==> src/rtl/conway_uart_pkg.sv <==
// Shared types and constants for the Conway-display UART path.
// Holds the arbiter state type, ASCII codes and default sizing.
package conway_uart_pkg;

    typedef enum logic [1:0] {
        ST_IDLE = 2'd0,
        ST_ARM  = 2'd1,
        ST_SEND = 2'd2
    } arb_state_t;

    localparam logic [7:0] ESC      = 8'd27;
    localparam logic [7:0] CR       = 8'd13;
    localparam logic [7:0] LF       = 8'd10;
    localparam logic [7:0] CELL_ON  = 8'd79;
    localparam logic [7:0] CELL_OFF = 8'd32;

    localparam int NREQ_DEF    = 3;
    localparam int TIMEOUT_DEF = 4096;

    // Index width that stays legal when only one requester exists.
    function automatic int idx_w(input int n);
        return (n > 1) ? $clog2(n) : 1;
    endfunction

endpackage

==> src/rtl/rr_priority_select.sv <==
// Round-robin pick: first set request at or after i_ptr, wrapping.
// Purely combinational; returns one-hot winner and its index.
module rr_priority_select #(
    parameter int N  = 3,
    parameter int IW = 2
) (
    input  logic [N-1:0]  i_req,
    input  logic [IW-1:0] i_ptr,
    output logic [N-1:0]  o_onehot,
    output logic [IW-1:0] o_idx,
    output logic          o_any
);

    logic [IW:0] w_pos;
    logic        w_found;

    always_comb begin
        o_onehot = '0;
        o_idx    = '0;
        w_found  = 1'b0;
        w_pos    = '0;
        for (int k = 0; k < N; k++) begin
            w_pos = {1'b0, i_ptr} + (IW+1)'(k);
            if (w_pos >= (IW+1)'(N)) begin
                w_pos = w_pos - (IW+1)'(N);
            end
            if (!w_found && i_req[w_pos[IW-1:0]]) begin
                w_found                  = 1'b1;
                o_idx                    = w_pos[IW-1:0];
                o_onehot[w_pos[IW-1:0]]  = 1'b1;
            end
        end
    end

    assign o_any = |i_req;

endmodule

==> src/rtl/uart_tx_arbiter.sv <==
// Frame-locked round-robin arbiter feeding byte streams into one UART
// transmitter, with an idle timeout that frees a stalled frame.
module uart_tx_arbiter
    import conway_uart_pkg::*;
#(
    parameter int NREQ    = NREQ_DEF,
    parameter int TIMEOUT = TIMEOUT_DEF
) (
    input  logic              clk48,
    input  logic              boot_reset,
    input  logic [NREQ-1:0]   req_valid,
    input  logic [8*NREQ-1:0] req_data,
    input  logic [NREQ-1:0]   req_last,
    output logic [NREQ-1:0]   req_ready,
    output logic [7:0]        tx_data,
    output logic              tx_valid,
    input  logic              tx_ready,
    output logic [NREQ-1:0]   grant,
    output logic              busy,
    output logic              timeout
);

    localparam int IW = idx_w(NREQ);
    localparam int CW = $clog2(TIMEOUT + 1);

    arb_state_t      r_state, w_state_n;
    logic [NREQ-1:0] r_grant, w_grant_n;
    logic [NREQ-1:0] r_req_ready, w_req_ready_n;
    logic [IW-1:0]   r_gidx, w_gidx_n;
    logic [IW-1:0]   r_ptr, w_ptr_n;
    logic [7:0]      r_tx_data, w_tx_data_n;
    logic            r_tx_valid, w_tx_valid_n;
    logic            r_last, w_last_n;
    logic [CW-1:0]   r_cnt, w_cnt_n;
    logic            r_timeout, w_timeout_n;

    logic [NREQ-1:0] w_win;
    logic [IW-1:0]   w_win_idx;
    logic            w_any;
    logic [IW-1:0]   w_gnext;
    logic            w_own_valid;
    logic            w_own_last;
    logic [7:0]      w_own_data;

    rr_priority_select #(
        .N  (NREQ),
        .IW (IW)
    ) u_rr (
        .i_req    (req_valid),
        .i_ptr    (r_ptr),
        .o_onehot (w_win),
        .o_idx    (w_win_idx),
        .o_any    (w_any)
    );

    // Owner's lane, selected by the locked grant index.
    always_comb begin
        w_own_valid = 1'b0;
        w_own_last  = 1'b0;
        w_own_data  = '0;
        for (int i = 0; i < NREQ; i++) begin
            if (r_gidx == IW'(i)) begin
                w_own_valid = req_valid[i];
                w_own_last  = req_last[i];
                w_own_data  = req_data[8*i +: 8];
            end
        end
    end

    assign w_gnext = (r_gidx == IW'(NREQ - 1)) ? '0 : r_gidx + 1'b1;

    always_comb begin
        w_state_n     = r_state;
        w_grant_n     = r_grant;
        w_gidx_n      = r_gidx;
        w_ptr_n       = r_ptr;
        w_tx_data_n   = r_tx_data;
        w_tx_valid_n  = r_tx_valid;
        w_req_ready_n = '0;
        w_last_n      = r_last;
        w_cnt_n       = r_cnt;
        w_timeout_n   = 1'b0;
        unique case (r_state)
            ST_IDLE: begin
                if (w_any) begin
                    w_grant_n = w_win;
                    w_gidx_n  = w_win_idx;
                    w_cnt_n   = '0;
                    w_state_n = ST_ARM;
                end
            end
            ST_ARM: begin
                if (w_own_valid) begin
                    // Stalls on tx_ready do not count toward the timeout.
                    if (tx_ready) begin
                        w_tx_data_n   = w_own_data;
                        w_tx_valid_n  = 1'b1;
                        w_req_ready_n = r_grant;
                        w_last_n      = w_own_last;
                        w_cnt_n       = '0;
                        w_state_n     = ST_SEND;
                    end
                end else if (r_cnt == CW'(TIMEOUT - 1)) begin
                    w_timeout_n = 1'b1;
                    w_grant_n   = '0;
                    w_ptr_n     = w_gnext;
                    w_cnt_n     = '0;
                    w_state_n   = ST_IDLE;
                end else begin
                    w_cnt_n = r_cnt + 1'b1;
                end
            end
            ST_SEND: begin
                if (!tx_ready) begin
                    w_tx_valid_n = 1'b0;
                    if (r_last) begin
                        w_grant_n = '0;
                        w_ptr_n   = w_gnext;
                        w_state_n = ST_IDLE;
                    end else begin
                        w_state_n = ST_ARM;
                    end
                end
            end
            default: begin
                w_state_n = ST_IDLE;
            end
        endcase
    end

    always_ff @(posedge clk48) begin
        if (boot_reset) begin
            r_state     <= ST_IDLE;
            r_grant     <= '0;
            r_gidx      <= '0;
            r_ptr       <= '0;
            r_tx_data   <= 8'h00;
            r_tx_valid  <= 1'b0;
            r_req_ready <= '0;
            r_last      <= 1'b0;
            r_cnt       <= '0;
            r_timeout   <= 1'b0;
        end else begin
            r_state     <= w_state_n;
            r_grant     <= w_grant_n;
            r_gidx      <= w_gidx_n;
            r_ptr       <= w_ptr_n;
            r_tx_data   <= w_tx_data_n;
            r_tx_valid  <= w_tx_valid_n;
            r_req_ready <= w_req_ready_n;
            r_last      <= w_last_n;
            r_cnt       <= w_cnt_n;
            r_timeout   <= w_timeout_n;
        end
    end

    assign req_ready = r_req_ready;
    assign tx_data   = r_tx_data;
    assign tx_valid  = r_tx_valid;
    assign grant     = r_grant;
    assign busy      = |r_grant;
    assign timeout   = r_timeout;

endmodule

==> config.mk <==
export PLATFORM = sky130hd
export DESIGN_NAME = uart_tx_arbiter
export DESIGN_NICKNAME = d
export VERILOG_FILES = /design/src/rtl/conway_uart_pkg.sv /design/src/rtl/rr_priority_select.sv /design/src/rtl/uart_tx_arbiter.sv
export SDC_FILE = /design/constraint.sdc
export NUM_CORES = 1
export LEC_CHECK = 0
export ABC_AREA = 1
export CAP_MARGIN = 5
export CELL_PAD_IN_SITES_DETAIL_PLACEMENT = 0
export CELL_PAD_IN_SITES_GLOBAL_PLACEMENT = 1
export CORE_ASPECT_RATIO = 0.8
export CORE_UTILIZATION = 32
export DETAILED_ROUTE_END_ITERATION = 6
export GPL_ROUTABILITY_DRIVEN = 0
export GPL_TIMING_DRIVEN = 0
export PLACE_DENSITY = 0.85
export SLEW_MARGIN = 20
export SYNTH_ARGS = -nofsm -noshare
export SYNTH_HDL_FRONTEND = slang
export SYNTH_SLANG_ARGS = --single-unit
==> constraint.sdc <==
create_clock -name clk48 -period 1.6 [get_ports clk48]
set_input_delay 0.32 -clock clk48 [delete_from_list [all_inputs] [get_ports clk48]]
set_output_delay 0.32 -clock clk48 [all_outputs]
set_load 0.05 [all_outputs]
## Yosys cells after proc, flatten, opt, wreduce, memory -nomap -nowiden

Index checks and enable logic that the tools add are counted.

- Bits in registers: 36
- Input port bits: 33
- Output and inout port bits: 17
- Word-level logic and storage cells: 129

- Add/subtract/negate cells: 7
- Magnitude comparators: 9
- Equal/unequal tests: 14
- Multiplexer cells: 61
- Bitwise logic cells: 5
- Reductions and logical operators: 23

Operator list:

| kind | count |
|---|---|
| 13-bit two-way mux | 4 |
| 2-bit two-way mux | 16 |
| 13-bit one-hot mux with 2 select lines | 1 |
| 3-bit two-way mux | 8 |
| 8-bit two-way mux | 3 |
| 1-bit two-way mux | 19 |
| 13-bit by 1-bit adder with 13-bit output (second input constant) | 1 |
| 13-bit by 12-bit == test with 1-bit output (second input constant) | 1 |
| 2-bit != test (second input constant) | 6 |
| 2-bit by 3-bit less-than comparator with 1-bit output (second input constant) | 3 |
| 3-bit one-hot mux with 3 select lines | 1 |
| 3-bit OR reduction | 3 |
| 4-bit AND reduction | 2 |
| 1-bit binary-select mux with 2-bit select | 3 |
| 1-bit demux with 2-bit select | 3 |
| 2-bit by 1-bit greater-or-equal comparator with 1-bit output (second input constant) | 3 |
| 3-bit by 2-bit greater-or-equal comparator with 1-bit output (second input constant) | 2 |
| 3-bit != test (second input constant) | 2 |
| 3-bit bitwise OR | 2 |
| 2-bit one-hot mux with 3 select lines | 1 |
| 3-bit AND reduction | 2 |
| 6-bit AND reduction | 1 |
| 2-bit subtractor (second input constant) | 3 |
| 1-bit logical AND | 5 |
| 17 further kinds | 24 |

## Depth between registers and ports, before layout

- Depth in word-level cells: 13
- Gate-level depth with buffers: 13
- Depth with buffers taken out: 12

## By module

From an unflattened synthesis, not the netlist that was laid out.

- Cell total of the unflattened synthesis: 361
- Area total of the unflattened synthesis: 2339.7 um^2

By module, submodules not included:

| module | instances | cells each | area an instance (um^2) | sequential area each (um^2) |
|---|---|---|---|---|
| uart_tx_arbiter | 1 | 298 | 2015.7 | 720.7 |
| rr_priority_select | 1 | 63 | 324.1 | 0.0 |

## Least setup slack after synthesis

Ideal clock, no wire load.

- Path type: reg-to-reg
- Start point: register r_state[1]
- End point: register r_cnt[10]
- Arrival time: 1.465 ns
- Path slack: 0.021 ns
- Cell stages (with the launch flop): 14
- Path buffers: 1
- Clock period less this slack: 1.579 ns
- Cells stage by stage: dfxtp_1 > inv_1 > ha_1 > buf_4 > inv_1 > nor2_2 > nand2_4 > nand2_8 > inv_6 > nand2_2 > nand2_4 > inv_4 > nand2_1 > nor2_2

- Word-level cells in the longest chain between the ends: 3
- Elaborated cells between the ends (all ways): 7
- Classes of those cells: 3 x eq/ne; 1 x mux; 3 x reduce/logical

RTL lines:

| element | RTL line | text |
|---|---|---|
| from (decl) | uart_tx_arbiter.sv:26 | `arb_state_t r_state, w_state_n;` |
| from (signal assigned) | uart_tx_arbiter.sv:144 | `r_state <= w_state_n;` |
| 2-bit by 1-bit == test with 1-bit output or 2-bit logical NOT (tied branches) | uart_tx_arbiter.sv:83 | `unique case (r_state)` |
| 3-bit != test (no source line), or another cell as far along | -- |  |
| 3-bit AND reduction (no source line) | -- |  |
| to (signal assigned) | uart_tx_arbiter.sv:152 | `r_cnt <= w_cnt_n;` |
| to (decl) | uart_tx_arbiter.sv:34 | `logic [CW-1:0] r_cnt, w_cnt_n;` |

Several ways; a longest one is shown, not always the timed one.
A chain may end at the register's enable or synchronous reset.

## Worst setup path in the final report

Ends and elaborated chain as after synthesis.

==> impl_metrics.py <==
metrics = {
    "sta": {
        "post-route-period-util": 0.976,
        "fmax_ghz": 0.640,
        "worst_clock_skew_ns": 0.0120,
        "hold_viol_final": 0,
        "relSlewSlack": 0.605,
        "drv_slew": 0,
        "finalSetupViolCount": 0,
        "rsz0062_at_grt": "true",
        "fin_crit_ns": 1.56,
        "tns_ns": 0,
        "worst_pin_slew_ns": 0.593,
        "fin_ws_ns": 0.0382,
    },
    "power_and_ir_drop": {
        "seq_power_share": 0.225,
        "pwr-share-comb": 0.624,
        "leakage_nw": 1.39,
        "power_density_mw_per_mm2": 1640,
        "sw_frac_of_total": 0.475,
        "peakVddDrop_mv": 0.553,
        "p_total_mw": 5.28,
        "p_int_mw": 2.77,
        "switchingPower_mw": 2.51,
        "pwr-share-clk": 0.151,
    },
    "run": {
        "maxCapViolations": 0,
    },
    "clock_network": {
        "clock-sinks": 36,
        "cts_hold_buf": 0,
        "clk_pin_slew_ns": 0.08,
        "h-tree-depth": 2,
        "cts_tree": "built",
        "cts_buffers": 5,
        "clk-insertion-delay-late_ns": 0.29,
        "clk_path_buf_depth": 2,
        "root_buffer": "clkbuf_8",
    },
    "worst_hold_path": {
        "hold_end": "tx_data[2]",
        "hold-path-cell-count": 2,
        "worstHoldStart": "tx_data[2]",
        "hold_class": "flop to flop",
    },
    "critical_path": {
        "timing.rr.start": "r_state[1]",
        "rrSetupSlack_ns": 0.04,
        "path_common_cell": "nor2_2",
        "critPathBufInv": 3,
        "cp.required_ns": 1.79,
        "critPathKind": "flop to flop",
        "worstSetupStartpointType": "flop",
        "path_cells": "inv_2 -> ha_2 -> buf_6 -> inv_4 -> o21ai_4 -> nand2_8 -> nor2_2 -> nand3_1 -> nor2_1 -> nor2_2",
        "crit_path_top_delay_cell": "dfxtp_2",
        "worst_path_largest_cell_delay_ns": 0.34,
        "crit_path_max_fanout": 8,
        "r2r_cells": 10,
        "worstSetupEndpointType": "flop",
        "crit_family": "simple AND/OR/NAND/NOR gates",
        "r2r_end": "r_cnt[10]",
        "arrival_ns": 1.75,
    },
    "drt": {
        "drtAntennaViolNets": 0,
        "via_count": 2298,
        "wl_per_cell_um": 11.8,
        "drc": 0,
        "dr.pass1.iters": 4,
        "dr.first_iter.drc_count": 187,
        "viasPerCell": 4.71,
        "routed_wl_um": 5770,
    },
    "outcome": {
        "outcome": "complete, no violations",
    },
    "logic_synthesis": {
        "yosysWarnings": 0,
        "seq_area_frac_synth": 0.327,
        "syn_nets": 374,
        "syn_inst": 332,
        "syn_avg_cell_area_um2": 6.64,
        "ys_types": 33,
        "syn_area_mm2": 0.00221,
        "synth_seq_cells": 36,
    },
    "floorplanning": {
        "core_area_mm2": 0.00651,
        "die_x_um": 94.8,
        "die_area_mm2": 0.00723,
        "num_rows": 26,
        "die_h_um": 76.3,
        "ios": 50,
        "start_util": 0.339,
    },
    "global_route": {
        "grt_max_degree": 12,
        "grt_pass1_vias": 2127,
        "track_usage": 0.162,
        "antenna_found_initial": 0,
        "grt_pass1_wl_um": 9380,
        "overflow": 0,
    },
    "final_layout": {
        "drive_gt1_frac": 0.252,
        "nets": 445,
        "diodes": 0,
        "layout_commonest_cell": "nand2_1",
        "layout_common_cells": "nand2_1 (68), inv_1 (39), nor2_1 (37), dfxtp_1 (30), clkdlybuf4s50_1 (29)",
        "syn2layout_area_growth_pct": 45.9,
    },
    "placement": {
        "dp_slack_ns": -0.410,
        "hpwl_um": 4250,
        "port_buffers": 49,
    },
}
## flip-flops by register name, summed over array words and instances, names as in the netlist
signal	cells
r_gidx	2
r_last	1
r_cnt	13
req_ready	3
r_state	2
grant	3
tx_data	8
r_ptr	2
timeout	1
tx_valid	1
## tightest hold or removal path: stages (launching register included)
cell and delay [ns]:
dfxtp_1 0.31, inv_1 0.05, a21oi_1 0.05
## stage by stage
| stage | util | cells | hold slack, ns | cell area (µm²) |
|---|---|---|---|---|
| after floorplan | - | 332 | 0.399 | 2210 |
| after global placement | 0.431 | 465 | 0.435 | 2800 |
| after detailed placement | 0.431 | 465 | 0.448 | 2800 |
| after CTS | 0.457 | 477 | 0.459 | 2970 |
| after global routing | 0.495 | 488 | 0.496 | 3220 |
| final | 0.495 | 488 | 0.454 | 3220 |
## cells by family (layout without fill, tap and decap cells)
logic type | Yosys count | after routing | share of synthesized area
AND/OR/NAND/NOR | 183 | 183 | 0.385
buffers and inverters | 55 | 127 | 0.100
AO/OA/AOI/OAI | 46 | 46 | 0.125
flip-flops | 36 | 36 | 0.327
adder cells (fa/ha/maj) | 9 | 9 | 0.0511
XOR/XNOR | 3 | 3 | 0.0119
## repair_timing
item / CTS / global route
setup endpoints to repair: 45 / 22
resized for setup: 46 / 49
buffers inserted: 4 / 11
pin swaps: 6 / 16
## cell type report
type / instances / area [µm²]
buffer: 5 / 31.3
clock buffer: 6 / 72.6
clock inverter: 2 / 35.0
fill: 678 / 3290
inverter: 50 / 213
multi-input combinational: 241 / 1450
sequential: 36 / 733
tap: 84 / 105
timing repair buffer: 64 / 582
## cell usage after synthesis
master | number | area, µm²
a21oi_1 | 19 | 95.1
a31o_2 | 6 | 52.6
a31oi_1 | 1 | 6.26
a41oi_1 | 1 | 8.76
buf_1 | 1 | 3.75
buf_4 | 2 | 15.0
clkbuf_1 | 2 | 7.51
clkinv_1 | 2 | 7.51
dfxtp_1 | 36 | 721
ha_1 | 9 | 113
inv_1 | 46 | 173
inv_4 | 1 | 6.26
inv_6 | 1 | 8.76
nand2_1 | 76 | 285
nand2_2 | 4 | 25.0
nand2_4 | 3 | 33.8
nand2_8 | 1 | 20.0
nand3_1 | 36 | 180
nand3_2 | 1 | 10.0
nand3_4 | 1 | 17.5
nand3b_1 | 1 | 7.51
nand4_1 | 2 | 12.5
nor2_1 | 41 | 154
nor2_2 | 9 | 56.3
nor3_1 | 7 | 35.0
nor3b_2 | 1 | 12.5
o21ai_0 | 15 | 75.1
o21ai_1 | 1 | 5.00
o21ai_2 | 1 | 8.76
o21ai_4 | 1 | 16.3
o21bai_1 | 1 | 7.51
xnor2_1 | 1 | 8.76
xor2_1 | 2 | 17.5
## worst max path at each step
stage	cells after the start	to	startpoint
finish	10	r_cnt[10]	r_state[1]
global route	12	grant[1]	r_ptr[0]
CTS	10	r_ptr[1]	r_cnt[0]
detailed placement	7	tx_data[7]	req_valid[2]
global placement	10	grant[1]	req_valid[2]
floorplan	13	r_cnt[10]	r_state[1]
## power groups by stage
stage / logic (mW) / clock network [mW] / registers [mW]
floorplan: 1.78 / 0 / 1.37
detailed placement: 2.63 / 0 / 1.18
finish: 3.29 / 0.794 / 1.19
CTS: 2.72 / 0.809 / 1.18
global route: 3.60 / 0.845 / 1.21
global placement: 2.62 / 0 / 1.17
## routing by layer
layer,up-vias,GRT usage,part of all wire
met5,-,0,0
met4,0,0.0439,0.0083
met3,4,0.0559,0.085
met2,87,0.244,0.43
met1,1002,0.219,0.48
li1,1205,-,-
No activity file was read; power rests on OpenSTA's default activity.
==> variant 1: new RTL, same settings <==
Set the package constant `TIMEOUT_DEF` to 8192 (it was 4096).
--- a/src/rtl/conway_uart_pkg.sv
+++ b/src/rtl/conway_uart_pkg.sv
@@ -15,7 +15,7 @@
     localparam logic [7:0] CELL_OFF = 8'd32;
 
     localparam int NREQ_DEF    = 3;
-    localparam int TIMEOUT_DEF = 4096;
+    localparam int TIMEOUT_DEF = 8192;
 
     // Index width that stays legal when only one requester exists.
     function automatic int idx_w(input int n);
Formal check against the unedited RTL: same outputs for any inputs over 10 cycles, from zero or initial values and one cycle with boot_reset high; that may be too few to reach the edited logic, so the function may still have changed.
==> variant 1 against the original RTL <==
- clock skew shrank 0.0041 ns
- global-route usage rose by 0.77 points
- wire length rose by 3.9%
- setup slack better by 0.016 ns
- design area is 3.0% higher
- synthesized area up 0.28%
- critical endpoint is now grant[0]
- largest cell class unchanged
- power up 5.8%
- fmax increased by 1.1%
- sequential cell count increased by 1
==> variant 1: results (changes against the original RTL) <==
INFO  cells_and_area multi_input_gates=249 [+3.3%]
INFO  sta            max_slew.worst_pin.slew=0.5319ns [-0.06062 ns]
INFO  clocking       cts.repair.resized=58 [+26%]
INFO  pwr            switching_component_of_the_power=2.655mW [+5.9%]
INFO  synth          synth_fa_ha_area_frac=0.05090 [-0.0001444]
INFO  critical_path  reg2reg_slack=0.05ns [+0.02 ns]
INFO  cells_and_area clockBufferCount=7 [+1]
INFO  synth          postSynthAreaPerCell=6.584squm [-0.91%]
INFO  route          detail_route.wirelength=5.987mm [+3.9%]
INFO  synth          synth.area.top_cells=sky130_fd_sc_hd__dfxtp_1 33%, sky130_fd_sc_hd__nand2_1 12%, sky130_fd_sc_hd__nand3_1 11%
INFO  route          met2WireLength=2.589mm [+5.2%]
INFO  cells_and_area layout.buffer.nonclock.area_share=0.1951 [+0.004581]
INFO  synth          nets_in_the_synthesized_netlist=378 [+1.1%]
INFO  pwr            clk-power=718uW [-9.6%]
INFO  synth          ys_top_cells_by_count=69 x sky130_fd_sc_hd__nand2_1, 51 x sky130_fd_sc_hd__nor2_1, 49 x sky130_fd_sc_hd__nand3_1
INFO  synth          synth_compound_area_frac=0.1143 [-0.01053]
INFO  route          routedWlPerCell=12.17microns [+3.0%]
INFO  grt            grt_pass1_vias=2188 [+2.9%]
INFO  critical_path  cp-startpoint=r_ptr[0]
INFO  sta            layout_min_cycle_time=1.545ns [-0.01649 ns]
INFO  placed_design  dp_hpwl=4.225mm [-0.49%]
INFO  route          met1Wirelength=2.934mm [+6.1%]
INFO  cells_and_area largest_reg_flops=14 [+1]
INFO  placed_design  placed_cells_incl_taps=469 [+0.86%]
INFO  critical_path  rr_endpoint=grant[0]
INFO  grt            grt_util_all_layers=0.1700 [+0.007670]
INFO  route          drtIter0Drc=84 [-55%]
INFO  critical_path  worst-endpoint-arrival=1.70ns [-0.05 ns]
INFO  grt            global_route_wire_length_before_repair=9.791mm [+4.4%]
INFO  critical_path  worst_path_largest_cell_delay=0.39ns [+0.05 ns]
INFO  cells_and_area finish.net_count=449 [+0.90%]
INFO  grt            gr-usage-met2=0.2554 [+0.01151]
INFO  cells_and_area stdcell_area=0.003316sqmm [+3.0%]
INFO  critical_path  cp_max_delay_cell=sky130_fd_sc_hd__dfxtp_4
INFO  placed_design  post_detailed_placement_cell_area=0.002808sqmm [+0.22%]
INFO  pwr            sequentialPowerShare=0.230 [+0.005]
INFO  synth          mappedNetlistArea=0.002212sqmm [+0.28%]
INFO  grt            met1_track_demand_over_resource=0.2360 [+0.01707]
INFO  synth          synth_sequential_area_ratio=0.3348 [+0.008126]
INFO  pwr            vdd_drop_max=0.5486mV [-0.84%]
INFO  route          wl_met3=424microns [-14%]
INFO  grt            met3_track_utilization_from_global_routing=0.05988 [+0.003992]
INFO  cells_and_area layout.filler_cells=650 [-4.1%]
INFO  cells_and_area multi_input_logic_portion_of_the_cell_area=0.4558 [+0.006393]
INFO  outcome        run_status=completed
INFO  pwr            internal_power=2.928mW [+5.7%]
[variant 1: cell count changes after synthesis, sizes merged, moves of 2 or more]
cell,before,now
nor2,50,54
inv,48,42
clkinv,2,0
o21ai,18,16
a21oi,19,21
xor2,2,7
nand3,38,51
clkbuf,2,6
nand2,84,71
[variant 1: worst reg2reg max path, cell delays in order (launching register included)]
cell	delay, ns
sky130_fd_sc_hd__dfxtp_4	0.39
sky130_fd_sc_hd__inv_4	0.05
sky130_fd_sc_hd__ha_4	0.30
sky130_fd_sc_hd__inv_4	0.05
sky130_fd_sc_hd__nand3_1	0.08
sky130_fd_sc_hd__nand2_1	0.09
sky130_fd_sc_hd__nand3_4	0.11
sky130_fd_sc_hd__nor2_1	0.05
sky130_fd_sc_hd__nor2_1	0.10
sky130_fd_sc_hd__nor2_1	0.05
sky130_fd_sc_hd__nor2_1	0.10
sky130_fd_sc_hd__nor2_1	0.04
==> variant 2: new RTL, same flow settings <==
Without the edit above. Encoding of `arb_state_t`: now one-hot (3 bits for 3 states).
--- a/src/rtl/conway_uart_pkg.sv
+++ b/src/rtl/conway_uart_pkg.sv
@@ -2,10 +2,10 @@
 // Holds the arbiter state type, ASCII codes and default sizing.
 package conway_uart_pkg;
 
-    typedef enum logic [1:0] {
-        ST_IDLE = 2'd0,
-        ST_ARM  = 2'd1,
-        ST_SEND = 2'd2
+    typedef enum logic [2:0] {
+        ST_IDLE = 3'b001,
+        ST_ARM  = 3'b010,
+        ST_SEND = 3'b100
     } arb_state_t;
 
     localparam logic [7:0] ESC      = 8'd27;
Check against the original RTL: same outputs for any inputs over 10 cycles, from zero or initial values and one cycle with boot_reset high; not proved beyond that.
==> variant 2 against the original RTL <==
- die area rose by 0.61%
- cell count did not move
- design area fell by 2.7%
- setup slack improved by 0.058 ns
- critical endpoint is now r_gidx[0]
- clock power rose by 3.7%
- sequential cell count rose by 1
- power fell by 32%
- wire length fell by 0.76%
- synthesized area rose by 0.62%
==> variant 2: results (changes against the original RTL) <==
INFO  outcome        run_status=completed
INFO  floorplanning  placeableCoreArea=0.006539sqmm [+0.50%]
INFO  placed_design  post_detailed_placement_cell_area=0.002815sqmm [+0.49%]
INFO  grt            global_route_wire_length_before_repair=9.639mm [+2.8%]
INFO  cells_and_area insertedDiodeCount=0 [unchanged]
INFO  grt            grt_pass1_vias=2140 [+0.61%]
INFO  placed_design  dp_hpwl=4.426mm [+4.2%]
INFO  synth          yosys_most_used_dff=sky130_fd_sc_hd__dfxtp_1
INFO  synth          synth_compound_area_frac=0.1364 [+0.01163]
INFO  critical_path  worst-endpoint-arrival=1.72ns [-0.03 ns]
INFO  synth          synth.area.top_cells=sky130_fd_sc_hd__dfxtp_1 33%, sky130_fd_sc_hd__nand2_1 17%, sky130_fd_sc_hd__nand3_1 7.4%
INFO  route          num_vias=2306 [+0.35%]
INFO  grt            grt_util_all_layers=0.1663 [+0.003941]
INFO  placed_design  placed_cells_incl_taps=472 [+1.5%]
INFO  critical_path  worst_path_largest_cell_delay=0.38ns [+0.04 ns]
INFO  synth          yosysWarnings=0 [unchanged]
INFO  route          detail_route.wirelength=5.721mm [-0.76%]
INFO  route          drtIter0Drc=130 [-30%]
INFO  synth          nets_in_the_synthesized_netlist=377 [+0.80%]
INFO  cells_and_area finish.net_count=441 [-0.90%]
INFO  critical_path  cp-startpoint=r_ptr[0]
INFO  cells_and_area stdcell_area=0.003131sqmm [-2.7%]
INFO  critical_path  cp_max_delay_cell=sky130_fd_sc_hd__dfxtp_4
INFO  pwr            total_leakage_power=1.318nW [-5.0%]
INFO  placed_design  dp_worst_setup_slack=-0.3442ns [+0.06539 ns]
INFO  pwr            vdd_drop_max=0.4632mV [-16%]
INFO  synth          ys_top_cells_by_count=99 x sky130_fd_sc_hd__nand2_1, 42 x sky130_fd_sc_hd__inv_1, 37 x sky130_fd_sc_hd__dfxtp_1
INFO  synth          synth_xor_xnor_area_share=0.003946 [-0.007966]
INFO  cells_and_area largest_reg_flops=13 [unchanged]
INFO  route          drt_first_pass_iters=4 [unchanged]
INFO  sta            final.setup_skew=0.004983ns [-0.007014 ns]
INFO  synth          synth_sequential_area_ratio=0.3337 [+0.006993]
INFO  min_path       worst_hold_startpoint=tx_data[6]
INFO  synth          fraction_of_synthesis_flops_using_an_asynchronous_set_or_reset_pin=0 [unchanged]
INFO  route          via_per_inst=4.725 [+0.35%]
INFO  cells_and_area layout.filler_cells=685 [+1.0%]
INFO  synth          synth_fa_ha_area_frac=0.02818 [-0.02286]
INFO  synth          yosys.cell_types.count=32 [-3.0%]
INFO  critical_path  crit_path_max_fanout=5 [-3]
INFO  synth          postSynthAreaPerCell=6.548squm [-1.5%]
INFO  sta            relSlewSlack=0.6000 [-0.004996]
==> variant 2: cell types whose count changed after synthesis, sizes merged, moves of 2 or more <==
cell | unedited run | this run
nor3 | 7 | 3
nand2 | 84 | 101
a21oi | 19 | 25
or2 | 0 | 3
nand4 | 2 | 9
clkbuf | 2 | 4
ha | 9 | 5
nor2 | 50 | 32
==> variant 2: worst paths after layout <==
check	to	slack, ns	cells past startpoint
worst min register to register	tx_data[6]	0.45	2
worst min-delay path	tx_data[6]	0.45	2
worst max-delay path	r_gidx[0]	0.1	12
worst max register to register	r_gidx[0]	0.1	12
==> variant 2: worst max-delay path: cells and delay by family, from the launching register on <==
family	cells	cell delay (ns)
compound gates	1	0.13
fa+ha+maj	1	0.30
buf+inv	3	0.11
flops	1	0.38
simple gates	7	0.50
==> variant 2: where the power goes <==
group	switching, mW	internal (mW)	total (mW)
combinational	1.06	0.592	1.65
clock	0.315	0.508	0.823
sequential	0.0812	1.01	1.09
==> variant 2: repair_timing <==
item,4_1_cts,5_1_grt
setup buffers,1,7
setup endpoints to repair,32,22
pin swaps,1,14
gates resized for setup,31,47
==> variant 2: layout make-up <==
class / count / area share
Multi-Input combinational cell: 246 / 0.4444
Sequential cell: 37 / 0.2414
Timing Repair Buffer: 57 / 0.1679
Inverter: 49 / 0.06115
Tap cell: 84 / 0.03357
Clock buffer: 7 / 0.02758
Buffer: 7 / 0.01439
Clock inverter: 1 / 0.009592
==> variant 2: metal layers <==
metal / share of wire / up-vias / GRT usage
li1: - / 1229 / -
met1: 0.53 / 1011 / 0.2370
met2: 0.41 / 64 / 0.2486
met3: 0.060 / 2 / 0.04790
met4: 0.0047 / 0 / 0.02727
met5: 0 / - / 0
==> variant 2: logic make-up after synthesis <==
logic type                 Yosys count
AOI/OAI and AO/OA                   52
xor gates and xnor gates             1
adders and majority gates            5
buffers and inverters               56
DFF                                 37
and+or+nand+nor                    188
